**config.mk**
```make
export PLATFORM = sky130hd
export DESIGN_NAME = gpr_wb_arbiter
export DESIGN_NICKNAME = d
export VERILOG_FILES = /design/src/rtl/gpr_wb_arbiter.sv
export SDC_FILE = /design/constraint.sdc
export NUM_CORES = 1
export LEC_CHECK = 0
export ABC_AREA = 1
export CORE_MARGIN = 2
export CORE_UTILIZATION = 35
export CTS_CLUSTER_SIZE = 20
export DETAILED_ROUTE_END_ITERATION = 10
export GPL_TIMING_DRIVEN = 1
export PLACE_DENSITY = 0.74
export SLEW_MARGIN = 20
export SYNTH_ARGS = -nofsm -noshare
export SYNTH_HDL_FRONTEND = slang
export SYNTH_SLANG_ARGS = --single-unit
export TNS_END_PERCENT = 5
```
**constraint.sdc**
```tcl
create_clock -name clk -period 2.02 [get_ports clk]
set_input_delay 0.404 -clock clk [delete_from_list [all_inputs] [get_ports clk]]
set_output_delay 0.404 -clock clk [all_outputs]
set_load 0.01 [all_outputs]
```
**src/rtl/gpr_wb_arbiter.sv**
```systemverilog
// gpr_wb_arbiter: round-robin share of the GPR write port between ALU (A)
// and load unit (B), with a registered write port and a per-register busy
// scoreboard for decode RAW stalls.
// Ports: clk, rst_n (async, active low); a_valid/a_ready/a_dest/a_data and
// b_valid/b_ready/b_dest/b_data writeback requests; iss_en/iss_dest from
// decode; gpr_we/gpr_dest/gpr_data to the register file; busy[NREG-1:0]
// pending-write flags; last_grant (0 = A granted last, 1 = B).
module gpr_wb_arbiter #(
  parameter int DATA_W = 16,
  parameter int ADDR_W = 3,
  parameter int NREG   = 8
) (
  input  logic              clk,
  input  logic              rst_n,
  input  logic              a_valid,
  output logic              a_ready,
  input  logic [ADDR_W-1:0] a_dest,
  input  logic [DATA_W-1:0] a_data,
  input  logic              b_valid,
  output logic              b_ready,
  input  logic [ADDR_W-1:0] b_dest,
  input  logic [DATA_W-1:0] b_data,
  input  logic              iss_en,
  input  logic [ADDR_W-1:0] iss_dest,
  output logic              gpr_we,
  output logic [ADDR_W-1:0] gpr_dest,
  output logic [DATA_W-1:0] gpr_data,
  output logic [NREG-1:0]   busy,
  output logic              last_grant
);

  logic              grant_a;
  logic              grant_b;
  logic              grant;
  logic [ADDR_W-1:0] sel_dest;
  logic [DATA_W-1:0] sel_data;
  logic [NREG-1:0]   busy_nxt;

  // On a tie, the side that did not win last time gets the port.
  always_comb begin
    grant_a = a_valid & (~b_valid | last_grant);
    grant_b = b_valid & (~a_valid | ~last_grant);
    grant   = grant_a | grant_b;
  end

  assign a_ready = grant_a;
  assign b_ready = grant_b;

  always_comb begin
    sel_dest = a_dest;
    sel_data = a_data;
    unique case (1'b1)
      grant_b: begin
        sel_dest = b_dest;
        sel_data = b_data;
      end
      default: ;
    endcase
  end

  always_ff @(posedge clk or negedge rst_n) begin
    if (!rst_n) begin
      gpr_we     <= 1'b0;
      gpr_dest   <= '0;
      gpr_data   <= '0;
      last_grant <= 1'b0;
    end else if (grant) begin
      // r0 is hardwired zero: accept the request but never write it.
      gpr_we     <= (sel_dest != '0);
      gpr_dest   <= sel_dest;
      gpr_data   <= sel_data;
      last_grant <= grant_b;
    end else begin
      gpr_we     <= 1'b0;
    end
  end

  // Set beats clear: a same-cycle issue means a younger writer is pending.
  always_comb begin
    busy_nxt = '0;
    for (int i = 1; i < NREG; i++) begin
      busy_nxt[i] =
        (iss_en & (iss_dest == ADDR_W'(i))) |
        (busy[i] & ~(gpr_we & (gpr_dest == ADDR_W'(i))));
    end
  end

  always_ff @(posedge clk or negedge rst_n) begin
    if (!rst_n) busy <= '0;
    else        busy <= busy_nxt;
  end

endmodule

```
Yosys cells after proc, flatten, opt, wreduce, memory -nomap -nowiden
Cells that the tools add are included.
{ "op_classes": {"eq_ne": 14, "muxes": 3, "n_bitwise": 43, "reduce_logical": 1} }
{ "ops": {"columns": ["op", "count"], "rows": [
  ["$eq 3x3->1 const B", 8],
  ["$and 1x1->1", 23],
  ["$mux 16", 1],
  ["$eq 3x2->1 const B", 4],
  ["$not 1->1", 10],
  ["$or 1x1->1", 10],
  ["$eq 3x1->1 const B", 2],
  ["$mux 3", 1],
  ["$reduce_bool 3->1", 1],
  ["$mux 1", 1]
]} }
{ "word_totals": {"ff_bits": 28, "out_inout_bits": 31} }

Depth between registers and ports, before layout
Gate-level depths: netlist (run 1).
{ "logic_depth": {"depth_word": 6, "mapped_depth": 7, "depth_no_buf": 7} }

Worst setup path before layout (run 1)
No wires, ideal clock.
{ "synth_timing": {"kind": "input port to output port", "from": "input port a_valid", "to": "output port a_ready", "t_arrival_ns": 0.777, "setup_slack_ns": 0.839, "path_stages": 3, "path_cell_list": "buf_4 -> inv_2 -> a21oi_1"} }
{ "synth_via": {"elab_chain_len": 1} }
{ "synth_lines": {"columns": ["element", "line_no", "source"], "rows": [
  ["from (decl)", "15", "input logic a_valid,"],
  ["$and 1x1->1", "41", "grant_a = a_valid & (~b_valid | last_grant);"],
  ["to (decl)", "16", "output logic a_ready,"]
]} }
Every way passes these cells.

Worst setup path in the final report (run 1)
{ "layout_timing": {"from": "register gpr_dest[1]", "to": "output port gpr_dest[1]"} }
{ "layout_lines": {"columns": ["element", "line_no", "source"], "rows": [
  ["from (decl)", "26", "output logic [ADDR_W-1:0] gpr_dest,"],
  ["from (signal assigned)", "70", "gpr_dest <= sel_dest;"]
]} }
No word-level cell between the ends.

==> run metrics, run 1 <==
Layout area overhead 62.5%; WL/cell 10.7 µm; Post-Synth Simple-Gate Area 26.7%; initial antenna violation count 0; I/O Buffers 75; GRT Overall Usage 15.8%; post-synthesis sequential area ratio 51.0%; Layout Cells excl Fill 304; end-of-flow core utilization 60.1%; largest family of logic cells by synthesized area simple AND/OR/NAND/NOR gates; CTS Buffer Depth 2; Hold Vio Cnt, Final 0; Peak Freq 601 MHz; grt ovf 0; CP Class reg -> out; Clk pin slew, worst setup/hold paths 0.09 ns; diode count 0; final setup violation count 0; setup bufs post-CTS 0; highest net fanout along the worst path 6; CTS tree done; clock sink count 28; Critical Path RT 1.62 ns; via count 1371; nets 303; Avg Cell Area, Syn 7.67 µm²; routed wire length 3250 µm; endpoint class of the critical path output port; H-Tree Depth 1; mux cell area share after synthesis 0%; RePlAce Congestion 0.842; Layout Skew 0.00359 ns; Root Driver clkbuf_8; Cells after DPL 300; hold path depth 2; R2R depth 8; post-synthesis xor/xnor area fraction 0%; drt pass-1 iters 4; Worst path max stage delay 0.56 ns; area leader, netlist dfrtp_1; first-pass GRT wire length 5430 µm; Buf/Inv on CP 1; Die Y 66.7 µm; top post-synthesis cells by area dfrtp_1 51%, nand2_1 24%, o21ai_1 6.6%, o21ai_0 5.5%, buf_6 3.3%; max-cap violation count 0; Cells after Synth 179; die area 4440 µm²; # rows 22; outcome finished clean; crit path launch type flip-flop; DR iter-0 viols 52; RSZ-0062 raised after global routing false; setup TNS 0 ns; count of cell types in the netlist 17; CP cell instances clkdlybuf4s50_1; worst endpoint data arrival time 1.26 ns; Peak VDD IR 312 µV; Static Leak 1.07 nW; share of the synthesized area in the top cell type 51.0%; commonest non-fill, non-tap cells in the layout 87 x nand2_1, 72 x clkdlybuf4s50_1, 28 x dfrtp_1; Vias/cell 4.51; Seq cells post-synth 28; adder-cell share of the synthesized area 0%; Tmin final 1.66 ns; Initial Utilization 37.0%; Hold Crit Class reg -> reg; I/O pins 77; synthesized area 1370 µm²; antenna viol nets, final 0; slowest CP cell clkdlybuf4s50_1; vias in the first global route 1295; DP Wirelength 2570 µm; Die Wd 66.7 µm; Core ar. 3720 µm²; fin. max-slew vios 0; Num CTS Buffers 3; final worst-path cycle share 82.4%; Mapped Nets 225; worst skew pair latency 0.26 ns; Pwr per Cell Area 766 nW/µm²; Crit path max-delay family buffers and inverters; Crit path depth 1; share of cells above drive strength 1 5.86%; # DRC 0; number of synthesis warnings 0; largest net degree at the start of global routing 36; most common cell after layout, fill and taps aside nand2_1; Synth Area in Compound Gates 12.9%
routing by layer:
metal	vias up	global-route usage, %	share of wire, %
met5	-	0	0
met4	0	4.34	0.58
met3	2	3.72	8.2
met2	49	28.1	49
met1	606	19.0	42
li1	714	-	-
stage by stage:
stage / hold slack, ns / instance area, µm² / power (mW) / worst slack (ns)
after floorplan: 0.108 / 1370 / 0.953 / 0.839
after global placement: 0.453 / 2160 / 1.29 / -0.0411
after detailed placement: 0.459 / 2160 / 1.31 / -0.0690
after CTS: 0.482 / 2230 / 1.73 / 0.0113
after global routing: 0.494 / 2230 / 1.82 / 0.302
final: 0.478 / 2230 / 1.71 / 0.356
power breakdown:
| group | switching (mW) | internal (mW) |
|---|---|---|
| Sequential | 0.0606 | 0.663 |
| Clock | 0.160 | 0.265 |
| Combinational | 0.237 | 0.326 |
synth_stat cells:
cell and number:
nand2_1 87, dfrtp_1 28, o21ai_1 18, o21ai_0 15, inv_1 12, buf_6 4, buf_4 3, inv_2 2
nand3_1 2, a21oi_1 1, buf_2 1, conb_1 1, nand2_2 1, nand3_2 1, nand3b_1 1, o31ai_1 1
or2_2 1
path summary, 6_finish.rpt:
| path | start | endpoint | slack (ns) |
|---|---|---|---|
| setup / recovery | gpr_dest[1]$_DFFE_PN0P_ | gpr_dest[1] | 0.36 |
| hold / removal | gpr_data[9]$_DFFE_PN0P_ | gpr_data[9]$_DFFE_PN0P_ | 0.48 |
| setup reg to reg | last_grant$_DFFE_PN0P_ | gpr_we$_DFF_PN0_ | 0.74 |
| hold reg to reg | gpr_data[9]$_DFFE_PN0P_ | gpr_data[9]$_DFFE_PN0P_ | 0.48 |
| max in group asynchronous | rst_n | last_grant$_DFFE_PN0P_ | 1.26 |
| min in group asynchronous | rst_n | gpr_dest[2]$_DFFE_PN0P_ | 0.51 |
flip-flops by register name (all words and copies together) (netlist names):
register / flops
gpr_we: 1
last_grant: 1
busy: 7
gpr_data: 16
gpr_dest: 3
layout make-up:
class | count | area (µm²)
fill | 366 | 1480
tap | 48 | 60.1
sequential | 28 | 701
multi-input combinational | 129 | 548
clock buffer | 3 | 41.3
inverter | 14 | 52.6
timing repair buffer | 81 | 800
clock inverter | 1 | 30.0
cell families after synthesis:
logic type	after synthesis
AO/OA/AOI/OAI	35
flip-flops	28
AND/OR/NAND/NOR	93
other	1
buffers and inverters	22
worst min-delay path, delay by kind of cell (launching register included):
kind,cells,cell delay (ns)
flip-flops,1,0.35
AND/OR/NAND/NOR,2,0.09
what timing repair did:
item	CTS	global route
endpoints found under the setup margin	2	2
gates resized for setup	1	2
hold buffers	0	0
Note: power is estimated with default switching activity, not from simulation.
==> run 2, diff against run 1 <==
CORE_UTILIZATION = 34   (was 35)
PLACE_DENSITY = 0.75   (was 0.74)
clock period = 1.5 ns   (was 2.02 ns; I/O delays follow)
==> run metrics, run 2 (same netlist as run 1, synthesis figures left out) <==
outcome finished clean; Die Wd 67.6 µm (+1.4%); DR iter-0 viols 75 (+44%); drt pass-1 iters 4 (unchanged); setup bufs post-CTS 0 (unchanged); CTS Buffer Depth 2 (unchanged); Num CTS Buffers 3 (unchanged); H-Tree Depth 1 (unchanged); Root Driver clkbuf_8; fin. max-slew vios 0 (unchanged); Layout area overhead 63.0%; I/O pins 77 (unchanged); fin area 2240 µm² (+0.34%); sequential cell area 701 µm² (unchanged); Clk pin slew, worst setup/hold paths 0.09 ns (about the same); crit path launch type flip-flop; flop-to-flop setup slack 0.25 ns (-0.49 ns); via count 1362 (-0.66%); Static Leak 1.19 nW (+11%); most common cell after layout, fill and taps aside nand2_1; max reg flops 16 (unchanged); share of cells above drive strength 1 6.25% (+0.39 points); DP Wirelength 2610 µm (+1.3%); top flop regs gpr_data: 16 flops, busy: 7 flops, gpr_dest: 3 flops; grt ovf 0 (unchanged); Die Y 67.6 µm (+1.4%); Hold Crit Class in -> async; Peak Freq 682 MHz; CP startpoint gpr_data[9]$_DFFE_PN0P_; Crit path max-delay family buffers and inverters; Pwr per Cell Area 933 nW/µm² (+22%); largest net degree at the start of global routing 36 (unchanged); most flop-heavy register gpr_data; max-cap violation count 0 (unchanged); I/O Buffers 75 (unchanged); Layout Skew 0.00194 ns (-0.00165 ns); # DRC 0 (unchanged); antenna viol nets, final 0 (unchanged); RSZ-0062 raised after global routing false; CP cell instances clkdlybuf4s50_1; Fill cells 378 (+3.3%); Worst path max stage delay 0.54 ns (-0.02 ns); WL/cell 10.7 µm (-0.23%); commonest non-fill, non-tap cells in the layout 86 x nand2_1, 52 x clkdlybuf4s50_1, 28 x dfrtp_1; Core ar. 3940 µm² (+6.1%); initial antenna violation count 0 (unchanged); Cells after DPL 303 (+1.0%); final setup violation count 0 (unchanged); Initial Utilization 34.8% (-2.1 points); end-of-flow core utilization 56.8% (-3.3 points); slowest CP cell clkdlybuf4s50_1; GRT Overall Usage 15.6% (-0.22 points); diode count 0 (unchanged); Peak VDD IR 332 µV (+6.6%); clock sink count 28 (unchanged); worst skew pair latency 0.26 ns (about the same); first-pass GRT wire length 5450 µm (+0.39%); final worst-path cycle share 97.7%; Buf/Inv on CP 1 (unchanged); Multi-input gate area 551 µm² (+0.46%); placed cell area 2170 µm² (+0.46%); CTS tree done; nets 304 (+0.33%); Design Power 2.09 mW (+22%); RePlAce Congestion 0.742 (-12%); die area 4570 µm² (+2.8%); endpoint class of the critical path output port; Layout Cells excl Fill 306 (+0.66%); Vias/cell 4.45 (-1.3%); highest net fanout along the worst path 2 (-4); setup TNS 0 ns (unchanged); worst endpoint data arrival time 1.17 ns (-0.09 ns); RR Startpoint last_grant$_DFFE_PN0P_; CP Class reg -> out; Hold Vio Cnt, Final 0 (unchanged); # rows 23 (+4.5%); vias in the first global route 1272 (-1.8%); routed wire length 3260 µm (+0.43%); Tmin final 1.47 ns; Critical Path RT 1.20 ns (-0.42 ns)
[run 2: layer usage]
metal	wire (µm)	track usage (%)	up-vias
li1	-	-	712
met3	219	3.33	2
met5	0	0	-
met1	1390	19.6	608
met4	20	3.83	0
met2	1630	27.1	40
[run 2: repair_timing]
| action | CTS | global route |
|---|---|---|
| cloned | 0 | 0 |
| resized for setup | 9 | 16 |
| hold buffers | 0 | 0 |
| setup endpoints to repair | 5 | 16 |
[run 2: worst paths after layout]
kind	cells past startpoint	end
min in group clk	2	gpr_data[10]$_DFFE_PN0P_
min	2	busy[6]$_DFF_PN0_
max reg2reg	8	gpr_we$_DFF_PN0_
max in group asynchronous	2	busy[2]$_DFF_PN0_
min reg2reg	2	gpr_data[10]$_DFFE_PN0P_
max	1	gpr_data[9]
[run 2: where the power goes]
group	leakage [nW]	internal, mW	switching (mW)
Combinational	0.842	0.412	0.321
Clock	0.0216	0.180	0.209
Sequential	0.328	0.893	0.0758
Total	1.19	1.48	0.606
[run 2: area by class of cell]
cell class              count  area share (%)
repair buffers             82            37.2
multi-input cells         129            24.6
flip-flops and latches     28            31.3
inverters                  14            2.35
well taps                  50            2.79
clock buffers               3            1.84
[run 2: metrics by stage]
stage	worst slack, ns	hold WS (ns)
2_1_floorplan	0.408	0.00441
3_3_place_gp	-0.329	0.453
3_5_place_dp	-0.363	0.458
4_1_cts	0.00967	0.417
5_1_grt	0.00149	0.447
6_report	0.0348	0.402
